**src/rtl/ad9767_seq.sv**
```systemverilog
// AD9767 dual-channel DAC sequencer: divided DAC clock plus round-robin A/B sample arbitration.
// Optional build macro AD9767_SEQ_MIDSCALE_EN: reset and empty update slots drive midscale 14'h2000.
module ad9767_seq #(
    parameter int unsigned DIV_HALF = 4
) (
    input  logic        i_clk,
    input  logic        i_rst,
    input  logic        i_enable,
    input  logic [13:0] i_a_data,
    input  logic [13:0] i_b_data,
    input  logic        i_a_valid,
    input  logic        i_b_valid,
    output logic        o_a_ready,
    output logic        o_b_ready,
    output logic        o_dac_clk,
    output logic [13:0] o_dac_data,
    output logic        o_dac_sel,
    output logic [7:0]  o_underflow_cnt
);

    localparam logic [3:0] CNT_MAX = 4'(DIV_HALF - 1);
`ifdef AD9767_SEQ_MIDSCALE_EN
    localparam logic [13:0] IDLE_DATA = 14'h2000;
`else
    localparam logic [13:0] IDLE_DATA = 14'h0000;
`endif

    logic [3:0]  cnt_q, cnt_d;
    logic        dac_clk_q, dac_clk_d;
    logic [13:0] data_q, data_d;
    logic        sel_q, sel_d;
    logic        last_a_q, last_a_d;
    logic [7:0]  unf_q, unf_d;

    logic cnt_wrap;
    logic update;
    logic grant_a;
    logic grant_b;

    // Update on the last cycle of the DAC clock high phase, so new data
    // lands with the falling edge and is settled for the next rising edge.
    always_comb begin
        cnt_wrap = (cnt_q == CNT_MAX);
        update   = i_enable && !i_rst && dac_clk_q && cnt_wrap;
        grant_a  = update && i_a_valid && (!i_b_valid || !last_a_q);
        grant_b  = update && i_b_valid && (!i_a_valid || last_a_q);
    end

    always_comb begin
        cnt_d     = cnt_q;
        dac_clk_d = dac_clk_q;
        data_d    = data_q;
        sel_d     = sel_q;
        last_a_d  = last_a_q;
        unf_d     = unf_q;

        if (!i_enable) begin
            cnt_d     = 4'd0;
            dac_clk_d = 1'b0;
        end else if (cnt_wrap) begin
            cnt_d     = 4'd0;
            dac_clk_d = !dac_clk_q;
        end else begin
            cnt_d = cnt_q + 4'd1;
        end

        if (grant_a) begin
            data_d   = i_a_data;
            sel_d    = 1'b1;
            last_a_d = 1'b1;
        end else if (grant_b) begin
            data_d   = i_b_data;
            sel_d    = 1'b0;
            last_a_d = 1'b0;
        end else if (update) begin
            if (unf_q != 8'hFF) begin
                unf_d = unf_q + 8'd1;
            end
`ifdef AD9767_SEQ_MIDSCALE_EN
            data_d = IDLE_DATA;
`endif
        end
    end

    // last_a_q cleared on reset means B counts as last granted, so A wins first.
    always_ff @(posedge i_clk) begin
        if (i_rst) begin
            cnt_q     <= 4'd0;
            dac_clk_q <= 1'b0;
            data_q    <= IDLE_DATA;
            sel_q     <= 1'b0;
            last_a_q  <= 1'b0;
            unf_q     <= 8'd0;
        end else begin
            cnt_q     <= cnt_d;
            dac_clk_q <= dac_clk_d;
            data_q    <= data_d;
            sel_q     <= sel_d;
            last_a_q  <= last_a_d;
            unf_q     <= unf_d;
        end
    end

    assign o_a_ready       = grant_a;
    assign o_b_ready       = grant_b;
    assign o_dac_clk       = dac_clk_q;
    assign o_dac_data      = data_q;
    assign o_dac_sel       = sel_q;
    assign o_underflow_cnt = unf_q;

endmodule

```
**config.mk**
```make
export PLATFORM = sky130hd
export DESIGN_NAME = ad9767_seq
export DESIGN_NICKNAME = d
export VERILOG_FILES = /design/src/rtl/ad9767_seq.sv
export SDC_FILE = /design/constraint.sdc
export NUM_CORES = 1
export LEC_CHECK = 0
export ABC_CLOCK_PERIOD_IN_PS = 1600
export BUFFER_PORTS_ARGS = -buffer_cell sky130_fd_sc_hd__buf_2
export CORE_MARGIN = 3
export CORE_UTILIZATION = 25
export CTS_CLUSTER_DIAMETER = 30
export CTS_CLUSTER_SIZE = 28
export DETAILED_ROUTE_END_ITERATION = 7
export PLACE_DENSITY = 0.49
export SETUP_SLACK_MARGIN = 0.05
export SYNTH_ARGS = -nofsm -noshare
export SYNTH_HDL_FRONTEND = slang
export SYNTH_SLANG_ARGS = --single-unit
```
**constraint.sdc**
```tcl
create_clock -name i_clk -period 1.6 [get_ports i_clk]
set_input_delay 0.32 -clock i_clk [delete_from_list [all_inputs] [get_ports i_clk]]
set_output_delay 0.32 -clock i_clk [all_outputs]
set_load 0.05 [all_outputs]
```
Word level (Yosys, flattened, before mapping)
Cells that the tools add are included.

cells by class
  $add $sub $neg = 2
  equality and inequality tests = 2
  mux-type cells = 4
  bitwise operators = 3
  reduce and logical (&&, ||, !) cells = 18

operators with widths
  cell                                                              number
  14-bit 2-to-1 mux                                                 2
  8-bit by 1-bit adder with 8-bit output (second input constant)    1
  8-bit inequality test (second input constant)                     1
  1-bit logical AND                                                 7
  1-bit logical NOT                                                 5
  4-bit by 1-bit adder with 4-bit output (second input constant)    1
  4-bit by 2-bit == test with 1-bit output (second input constant)  1
  4-bit AND reduction                                               1
  1-bit NOT                                                         3
  3-bit OR reduction                                                1
  1-bit logical OR                                                  2
  1-bit 2-to-1 mux                                                  2
  2-bit nonzero test                                                1
  2-bit OR reduction                                                1

storage, ports and cells
  bits in registers = 28
  input port bits = 33
  output and inout bits = 26
  logic and storage cells = 34

Longest topological paths before layout
Gate-level depths: netlist (run 1).

  depth after elaboration = 8
  mapped depth = 7

Worst setup path after synthesis (run 1)
OpenSTA, ideal clock, no wires.

  path type = register to output
  from = reg cnt_q[0]
  to = out o_b_ready
  arrival = 1628 ps
  required time = 1280 ps
  setup slack = -348 ps
  stages on the path, launching flop included = 5
  buffers on the path = 0
  path through = dfxtp_1 > ha_1 > nor3b_2 > nand3_1 > nor2_1

on the way
  longest elaborated chain between the ends = 4

ends and longest elaborated chain
  element                                   RTL line  RTL
  start: declaration                        28        logic [3:0] cnt_q, cnt_d;
  start signal: assignment                  95        cnt_q <= cnt_d;
  4-bit by 2-bit == test with 1-bit output  43        cnt_wrap = (cnt_q == CNT_MAX);
  1-bit logical AND                         44        update = i_enable && !i_rst && dac_clk_q && cnt_wrap;
  1-bit logical AND (2 in series)           46        grant_b = update && i_b_valid && (!i_a_valid || last_a_q);
  end: declaration                          14        output logic o_b_ready,

Every way passes these cells.

Worst setup path after layout (run 1)
  from = reg cnt_q[0]
  to = out o_a_ready

on the way
  longest elaborated chain between the ends = 4

ends and longest elaborated chain
  element                                   RTL line  RTL
  4-bit by 2-bit == test with 1-bit output  43
  1-bit logical AND                         44
  1-bit logical AND (2 in series)           45        grant_a = update && i_a_valid && (!i_b_valid || !last_a_q);
  end: declaration                          13        output logic o_a_ready,

Every way passes these cells.

==> impl_results.md, run 1 <==
- Outcome: finished, violations left
- Violated checks: negative setup slack
- Share of cells above drive strength 1: between 60% and 70%
- Max Fclk: approximately 0.56 GHz
- Core Region: roughly 5000 um2
- Syn avg cell area: 9.715 um2
- Vias per inst: ~4.4
- Fin crit period: ~1.8 ns
- 1st-pass router iterations: 4
- Register share of total power: 52.8%
- Final net count: 257
- Clock root buffer: clkbuf_8
- GRT overflow: 0
- Routability cong.: between 0.7 and 0.8
- #FFs+latches synth: 28
- Wirelength per Cell: roughly 12 um
- Pre-CTS setup slack: -0.06332 ns
- Sw frac: between 20% and 30%
- CP max FO: 2
- Req. time, crit path: about 1.3 ns
- Clk Latency, worst-skew pair: between 0.2 and 0.3 ns
- DR iter-0 viols: between 40 and 50
- Worst-margin pin slew: just under 0.4 ns
- Initial antenna violation count: 0
- Top Usage Layer GRT: met2
- Gr usage total: about 11%
- Met1 Use GR: approximately 15%
- CTS Sinks: 28
- Yosys cell types: 33
- Gate power share: under 10%
- Synth Warn #: 0
- Global-route wire length before repair: a little under 6000 um
- P per Cell Area: between 500 and 600 nW/um2
- CP Class: register to primary output
- Leakage: slightly below 1 nW
- Post-synthesis mux area share: between 10 and 15%
- Seq/Total Area, Yosys: a little over two fifths
- Layout fillers: approximately 470
- Reg clk slew, reported paths: roughly 0.1 ns
- Inserted Clock Buffers: 3
- Final Worst Setup Slack: -0.1939 ns
- Post-synthesis compound-gate area fraction: about a fifth
- Max-cap check violation count: 0
- Synthesized instance count: approximately 140
- CTS H-Tree Depth: 1
- Inserted Diodes: 0
- Via count: between 1,000 and 1,500
- Met2 GRT Util: between 10% and 20%
- Max transition margin: about three quarters
- Met3 Resource Use GR: under 10%
- Row cnt: 25
- Final setup viols: 16
- P_sw: approximately 290 uW
- CTS Buffer Depth: 2
- Placed cells: about 270
- Peak VDD IR: between 0.4 and 0.5 mV
- Period utilization: 112.1%
- Die Wd: 78.70 um
- Io pins: 59
- Clock power frac: between 30% and 40%
- Die ar.: approximately 6200 um2
- Post-DP HPWL: 2401 um
- RSZ-0062 raised after global routing: yes
- Synthesized area: 1321 um2
- Vias in the first global route: roughly 1,300
- Pin count of the biggest net entering global routing: 25
- DRT antenna net count: 0
- Internal: 1.030 mW
- # DRC: 0
- Post-Synth Simple-Gate Area: 17.99%
- Max-slew violations: 0
- Arrival time worst endpoint: between 1 and 1.5 ns
- Adder-cell share of the synthesized area: ~1.9%
- Area growth syn-to-layout: 68.66%
- Main combinational cell family by area after synthesis: compound AO/OA/AOI/OAI gates
- Cell Count, Final, Fillers Out: 288
- CTS tree: built
- Final Hold Viols: 0
- Crit. End Element: primary output
- Starting Density: 26.90%
- Worst min path class: input port to register
- Post-Syn Nets: about 170
- Drt total wl: 3546 um
- XOR/XNOR Fraction of Synth Area: under 10%
- Number of I/O port buffers: between 50 and 60
- Final worst clock skew: around 0.0036 ns
- Startpoint types: register
- Post-cts hold buffer count: 0
- Die Ht: slightly below 80 um
-- cell type report --
class	instances	area (um2)	share of cell area, %
flip-flops and latches	28	583.1	26.17
repair buffers	88	628.1	28.19
multi-input cells	98	852.1	38.24
inverters	3	15.01	0.6738
well taps	67	83.83	3.762
clock buffers	4	66.31	2.976
-- path summary, 6_finish.rpt --
| path | slack [ns] | endpoint | cells past startpoint | startpoint |
|---|---|---|---|---|
| min reg2reg | 0.50 | o_underflow_cnt[7] | 2 | o_underflow_cnt[7] |
| max | -0.19 | o_a_ready | 6 | cnt_q[0] |
| min | 0.32 | cnt_q[1] | 4 | i_rst |
| max reg2reg | -0.12 | o_underflow_cnt[5] | 7 | cnt_q[0] |
-- metrics by stage --
stage | utilization (%) | hold WS, ns | TNS [ns] | total power, mW | cell area (um2)
2_1_floorplan | - | 0.3928 | 0 | 0.7673 | 1386
3_3_place_gp | 38.19 | 0.4801 | -0.1484 | 0.8305 | 1876
3_5_place_dp | 38.19 | 0.4807 | -0.1131 | 0.8299 | 1876
4_1_cts | 43.72 | 0.3025 | -0.9918 | 1.331 | 2147
5_1_grt | 45.38 | 0.3345 | -2.696 | 1.374 | 2228
6_report | 45.38 | 0.3178 | -0.9126 | 1.319 | 2228
-- placed cells by master, fill, tap and decap left out, types with 2 or more instances in the layout --
| cell | n |
|---|---|
| a21oi_2 | 2 |
| nand3_1 | 4 |
| nand2_1 | 4 |
| buf_4 | 19 |
| a211oi_2 | 14 |
| clkbuf_16 | 2 |
| nor2_1 | 13 |
| buf_6 | 8 |
| xor2_1 | 2 |
| dfxtp_2 | 9 |
| dfxtp_4 | 3 |
| inv_1 | 2 |
| buf_16 | 2 |
| mux2i_1 | 15 |
| dfxtp_1 | 16 |
| clkbuf_8 | 3 |
| or3_1 | 3 |
| o21ai_0 | 6 |
| nor2_4 | 8 |
| a21oi_1 | 5 |
| buf_2 | 56 |
-- kinds of logic (layout without fill, tap and decap cells) --
group,after synthesis,after routing
mux,16,16
flops,28,28
buf+inv,10,95
compound gates,31,31
xor+xnor,3,3
simple gates,46,46
fa+ha+maj,2,2
-- per-layer routing --
layer / wire, um / up-vias
li1: - / 665
met3: 174 / 2
met5: 0 / -
met1: 1634 / 579
met2: 1723 / 31
met4: 14 / 0
-- worst max-delay path: stages (launching register included) --
cell and delay (ns):
dfxtp_2 0.36, ha_4 0.13, nor3b_4 0.21, nand3_2 0.11, nand2b_4 0.17, clkinvlp_4 0.08, buf_8 0.13
-- what timing repair did --
action | in CTS | in global routing
gates resized for setup | 27 | 14
setup buffers | 8 | 1
cloned | 2 | 1
setup endpoints to repair | 20 | 24
pin swaps | 14 | 9
-- registers in the layout (all words and copies together), names as in the netlist --
name and cells:
o_dac_clk 1, o_underflow_cnt 8, cnt_q 4, last_a_q 1, o_dac_data 14
-- power by group through the flow --
stage	clock network, mW	logic [mW]	registers (mW)
2_1_floorplan	0	0.0539	0.713
3_3_place_gp	0	0.118	0.713
3_5_place_dp	0	0.117	0.713
4_1_cts	0.514	0.120	0.697
5_1_grt	0.541	0.136	0.697
6_report	0.500	0.123	0.697
-- synthesized netlist by cell type, drive strengths merged --
cell,count,area share (%)
dfxtp,28,42
nor2,22,6.3
mux2i,15,11
a211oi,14,10
a21oi,7,2.9
o21ai,6,2.3
buf,5,3.4
nand3,5,1.9
nand2,4,1.1
or3,4,1.9
inv,3,0.85
clkbuf,2,0.57
ha,2,1.9
nand2b,2,0.95
xor2,2,1.3
and4,1,0.66
and4b,1,0.76
and4bb,1,0.95
mux2,1,0.85
nand4,1,0.47
nor2b,1,0.66
nor3,1,0.38
nor3b,1,0.95
nor4,1,0.47
o2111ai,1,1.1
o21ba,1,0.76
o31a,1,0.76
o31ai,1,0.57
or4,1,0.57
xnor2,1,0.66
Power figures use the tool's default switching activity.
==> run 2: changes to the inputs <==
Settings changed: ABC_AREA set to 1, CORE_MARGIN 3 to unset, PLACE_DENSITY 0.49 to 0.47.
==> run 2 against run 1 <==
The run now ends clean. Utilization down 8.8 points. First-iteration DRC count grew 14%. Global-route usage up 2.7 points. Total power fell by 8.0%. Count of clock-buffer cells in the layout stayed put. Design area is 1.6% lower. Clock power fell by 19%. Die area is 6.3% higher. Worst setup slack better by 0.20 ns. Hold slack lost 0.022 ns. Clock skew rose by 0.0024 ns. Synthesized cell count rose by 67%. Critical endpoint is now o_b_ready. Highest routed layer unchanged.
==> impl_results.md, run 2 <==
- Initial antenna violation count: 0
- Max transition margin: 70.75%
- Most common cell after layout, fill and taps aside: buf_2
- Synth cell count leaders: 56 x nand2_1, 39 x inv_1, 31 x nand3_1
- P_sw: between 200 and 300 uW
- CTS Sinks: 28
- Die ar.: 6587 um2
- Leakage: about 1.1 nW
- Final Hold Viols: 0
- Worst min path class: input port to register
- Starting Density: 26.15%
- Synth area leader: dfxtp_1
- Arrival time worst endpoint: about 1.3 ns
- Fin crit period: 1.598 ns
- Synthesized instance count: around 230
- Peak VDD IR: roughly 0.28 mV
- Req. time, crit path: 1.28 ns
- Vias per inst: 4.284
- DR iter-0 viols: 56
- Clock power frac: 33.5%
- Most frequent cells in the layout: 56 x buf_2, 55 x nand2_1, 37 x inv_1
- GRT overflow: 0
- Max FFs per register: 14
- CTS tree: built
- Routability cong.: 0.7145
- Worst-margin pin slew: between 0.4 and 0.5 ns
- P per Cell Area: 553.0 nW/um2
- Startpoint types: register
- Register share of total power: between 50% and 60%
- R2r setup slk: between 0.1 and 0.15 ns
- Row cnt: 28
- #FFs+latches synth: 28
- Final setup viols: 0
- Yosys cell types: 22
- Pin count of the biggest net entering global routing: 23
- Post-DP HPWL: between 3000 and 4000 um
- Synthesized area: around 1600 um2
- Final net count: between 300 and 400
- RSZ-0062 raised after global routing: yes
- Finished Core Util: ~37%
- Most used flip-flop cell after synthesis: dfxtp_1
- Gr usage total: ~14%
- CP max FO: 4
- Share of cells above drive strength 1: 40.07%
- Synth top area cells: dfxtp_1 36%, nand2_1 13%, nand3_1 9.9%
- Io pins: just under 60
- Internal: roughly 930 uW
- CTS Buffer Depth: 2
- Period utilization: 99.85%
- Die Wd: 81.16 um
- Inserted Clock Buffers: 3
- CTS H-Tree Depth: 1
- Count leader, synth: nand2_1
- Clk Latency, worst-skew pair: about 0.28 ns
- Syn avg cell area: 6.901 um2
- Via count: between 1,500 and 2,000
- Post-cts hold buffer count: 0
- Gate power share: ~9%
- Inserted Diodes: 0
- Post-synthesis async set-or-reset flop share: 0%
- Seq/Total Area, Yosys: between 30 and 40%
- Layout fillers: a little under 700
- Crit. End Element: primary output
- Hold slack final: slightly below 0.3 ns
- Placed cells: between 300 and 400
- Cell Count, Final, Fillers Out: roughly 380
- # DRC: 0
- Synth Warn #: 0
- DRT antenna net count: 0
- Sw frac: around a quarter
- Outcome: finished, final reports clean
- Drt total wl: 4279 um
- Wirelength per Cell: about 11 um
- Reg clk slew, reported paths: 0.10 ns
- Max Fclk: 0.6259 GHz
- Area growth syn-to-layout: 40.02%
- Final worst clock skew: 0.006000 ns
- Max-cap check violation count: 0
- Max-slew violations: 0
- Global-route wire length before repair: between 7000 and 8000 um
- Post-Syn Nets: about 260
- Clock root buffer: clkbuf_8
- Post-synth EDFFs: 0
- Core Region: around 6000 um2
- Die Ht: a little over 80 um
- Number of I/O port buffers: 58
- 1st-pass router iterations: 4
- CP Class: register to primary output
- Vias in the first global route: approximately 1,500
- Synth top area share: between 30 and 40%
## run 2: changes by cell type after synthesis, moves of 4 or more
| cell | previous run | this run |
|---|---|---|
| a21oi_1 | 6 | 27 |
| nand3_1 | 5 | 31 |
| nand3_2 | 0 | 11 |
| or3_1 | 4 | 0 |
| nor2_1 | 22 | 8 |
| a211oi_2 | 6 | 0 |
| nand2_1 | 4 | 56 |
| buf_2 | 0 | 4 |
| a211oi_1 | 8 | 0 |
| o21ai_0 | 6 | 1 |
| inv_1 | 3 | 39 |
| mux2i_1 | 15 | 0 |
## run 2: final cells by class
class / count / area [um2] / share of cell area [%]
Tap cell: 75 / 93.84 / 4.278
Sequential cell: 28 / 578.1 / 26.35
Inverter: 41 / 157.7 / 7.188
Clock buffer: 4 / 45.04 / 2.054
Multi-Input combinational cell: 150 / 843.3 / 38.45
Timing Repair Buffer: 79 / 475.5 / 21.68
## run 2: final timing paths
path / depth (start not counted) / startpoint / end
worst max register to register: 8 / cnt_q[1] / o_underflow_cnt[2]
worst min-delay path: 3 / i_enable / o_dac_clk
worst max-delay path: 6 / cnt_q[1] / o_b_ready
worst min register to register: 2 / o_dac_data[6] / o_dac_data[6]
## run 2: logic make-up after synthesis
kind of cell,count (synthesis),share of synthesized area [%]
compound gates,30,10.22
xor+xnor,3,1.678
fa+ha+maj,2,1.597
buf+inv,49,13.26
flops,28,35.78
simple gates,115,37.46
## run 2: repair_timing
item / CTS / global route
buffers inserted: 6 / 2
gates resized for setup: 15 / 8
endpoints found under the setup margin: 11 / 17
pin swaps: 3 / 3
cloned: 0 / 0
## run 2: per-stage QoR
| step | cell area (um2) | setup TNS, ns | worst slack (ns) | power (mW) |
|---|---|---|---|---|
| 2_1_floorplan | 1582 | 0 | 0.05643 | 0.7596 |
| 5_1_grt | 2193 | -0.1325 | -0.07497 | 1.277 |
| 3_3_place_gp | 2009 | 0 | 0.05358 | 0.8182 |
| 3_5_place_dp | 2009 | 0 | 0.04407 | 0.8186 |
| 6_report | 2193 | 0 | 0.002391 | 1.213 |
| 4_1_cts | 2146 | -0.02016 | -0.01643 | 1.229 |
## run 2: critical path, cell delays in order, from the launching register on
cell     delay (ns)
dfxtp_4        0.38
ha_4           0.15
nand2_4        0.07
nor2_8         0.13
nand2_2        0.07
inv_2          0.07
buf_8          0.14
## run 2: per-layer routing
| metal | part of all wire, % | global-route usage, % | vias to the layer above | wire (um) |
|---|---|---|---|---|
| met5 | 0 | 0 | - | 0 |
| met4 | 1.7 | 5.357 | 0 | 74 |
| met3 | 3.5 | 1.685 | 7 | 151 |
| met2 | 49 | 23.36 | 35 | 2082 |
| met1 | 46 | 18.58 | 714 | 1970 |
| li1 | - | - | 859 | - |
## run 2: power by group through the flow
stage               registers, mW  clock network [mW]  logic (mW)
floorplan                   0.714                   0      0.0459
global placement            0.713                   0       0.105
detailed placement          0.713                   0       0.105
CTS                         0.699               0.421       0.110
global route                0.698               0.454       0.125
finish                      0.698               0.406       0.110
==> run 3: changes to the inputs <==
Settings changed: MAX_ROUTING_LAYER set to met4.
==> run 3 against run 2 <==
Global-route usage is 0.41 points higher. Wire length is 0.14% higher. Register-to-register slack about the same. Combinational power barely moved. First-iteration DRC count is 8.9% lower. Count of clock-buffer cells in the layout is the same. Maximum frequency rose by 0.11%. Hold slack gained 0.0015 ns. Sequential power about the same. Sequential cell count did not move. Clock power is essentially flat.
==> impl_results.md, run 3 (synthesized netlist as in run 2, its figures left out) <==
- Die Ht: about 81 um
- Reg clk slew, reported paths: 0.10 ns
- Max transition margin: between 70% and 80%
- GRT overflow: 0
- Max FFs per register: 14
- Crit path max-delay cell type: dfxtp_4
- Total negative slack: 0 ns
- Worst-margin pin slew: between 0.4 and 0.5 ns
- Initial antenna violation count: 0
- Max-slew violations: 0
- Post-cts hold buffer count: 0
- Share of cells above drive strength 1: about two fifths
- Pre-CTS setup slack: 0.04407 ns
- Vias per inst: around 4.3
- Leakage: ~1.1 nW
- Drt total wl: between 4000 and 5000 um
- Placed cell areas: between 2000 and 2500 um2
- Final Hold Viols: 0
- DR iter-0 viols: a little over 50
- Pin count of the biggest net entering global routing: 23
- Critical path, cell by cell: ha_4, nand2_4, nor2_8, nand2_2, inv_2, buf_8
- Crit-path max cell delay: about 0.38 ns
- RR Endpoint: o_underflow_cnt[2]
- Wirelength per Cell: between 10 and 15 um
- DRT antenna net count: 0
- CTS tree: built
- Fin crit period: roughly 1.6 ns
- Routability cong.: 0.7227
- Final setup viols: 0
- R2r setup slk: ~0.13 ns
- Vias in the first global route: approximately 1,500
- Die Wd: 81.16 um
- 1st-pass router iterations: 4
- Req. time, crit path: 1.28 ns
- Overall power: 1.211 mW
- Global-route wire length before repair: between 7000 and 8000 um
- Worst min path class: input port to register
- CTS Buffer Depth: 2
- RSZ-0062 raised after global routing: yes
- CTS H-Tree Depth: 1
- Peak VDD IR: about 0.28 mV
- Final Worst Setup Slack: about 0.0042 ns
- Final Cell Area: between 2000 and 2500 um2
- P per Cell Area: 552.1 nW/um2
- Gr usage total: 14.52%
- Core Region: between 5000 and 6000 um2
- CP Class: register to primary output
- FF-to-FF path depth: 8
- Worst reg2reg path startpoint: cnt_q[1]
- Hold slack final: 0.2977 ns
- CP max FO: 4
- Crit. End Element: primary output
- Startpoint types: register
- Max-cap check violation count: 0
- Clk Latency, worst-skew pair: ~0.28 ns
- Hold EP: o_dac_clk
- Number of I/O port buffers: just under 60
- Most common cell after layout, fill and taps aside: buf_2
- Number of cells on the worst hold path: 3
- Final net count: 338
- Max Fclk: 0.6266 GHz
- Inserted Diodes: 0
- Area growth syn-to-layout: 40.02%
- Post-DP HPWL: approximately 3100 um
- CTS Sinks: 28
- Die ar.: about 6600 um2
- # DRC: 0
- Outcome: finished, final reports clean
- Most frequent cells in the layout: 56 x buf_2, 55 x nand2_1, 37 x inv_1
- Clock root buffer: clkbuf_8
- Hold path start: i_enable
- Io pins: slightly below 60
- Period utilization: between 90% and 100%
- Inserted Clock Buffers: 3
- Via count: approximately 1,600
- Arrival time worst endpoint: between 1 and 1.5 ns
- Starting Density: between 20% and 30%
- Final worst clock skew: approximately 0.0048 ns
- Row cnt: 28
## run 3: layout make-up
class / instances / area [um2]
fill: 675 / 3797
multi-input combinational: 150 / 843.3
sequential: 28 / 578.1
timing repair buffer: 79 / 475.5
inverter: 41 / 157.7
tap: 75 / 93.84
clock buffer: 4 / 45.04
## run 3: per-layer routing
layer / global-route usage (%) / vias up / wire (um)
met2: 23.36 / 35 / 2088
met1: 18.58 / 714 / 1971
met4: 5.357 / 0 / 74
met5: - / - / 0
met3: 1.685 / 7 / 151
li1: - / 859 / -
## run 3: worst max-delay path: cells and delay by family (launching register included)
kind	cells	cell delay [ns]
buf+inv	2	0.21
simple gates	3	0.27
fa+ha+maj	1	0.15
flops	1	0.38
## run 3: worst max path at each step
| stage | start | cells past startpoint | endpoint |
|---|---|---|---|
| 3_3_place_gp | i_rst | 7 | o_a_ready |
| 3_5_place_dp | i_rst | 7 | o_a_ready |
| 4_1_cts | cnt_q[0] | 6 | o_b_ready |
| 2_1_floorplan | o_underflow_cnt[3] | 8 | o_underflow_cnt[4] |
| 6_report | cnt_q[1] | 6 | o_b_ready |
| 5_1_grt | cnt_q[1] | 6 | o_b_ready |
## run 3: per-stage QoR
| stage | utilization (%) | instances |
|---|---|---|
| after CTS | 35.82 | 375 |
| after global placement | 33.54 | 365 |
| final | 36.61 | 377 |
| after detailed placement | 33.54 | 365 |
| after global routing | 36.61 | 377 |
| after floorplan | - | 227 |
## run 3: where the power goes
group / switching, mW / internal [mW] / leakage, nW / total (mW)
combinational: 0.0575 / 0.0521 / 0.831 / 0.110
clock: 0.225 / 0.179 / 0.0228 / 0.404
sequential: 0.00286 / 0.695 / 0.230 / 0.698
total: 0.285 / 0.926 / 1.08 / 1.21
## run 3: repair_timing
action | 4_1_cts | 5_1_grt
buffers inserted | 6 | 2
pin swaps | 3 | 3
endpoints found under the setup margin | 11 | 17
resized for setup | 15 | 8
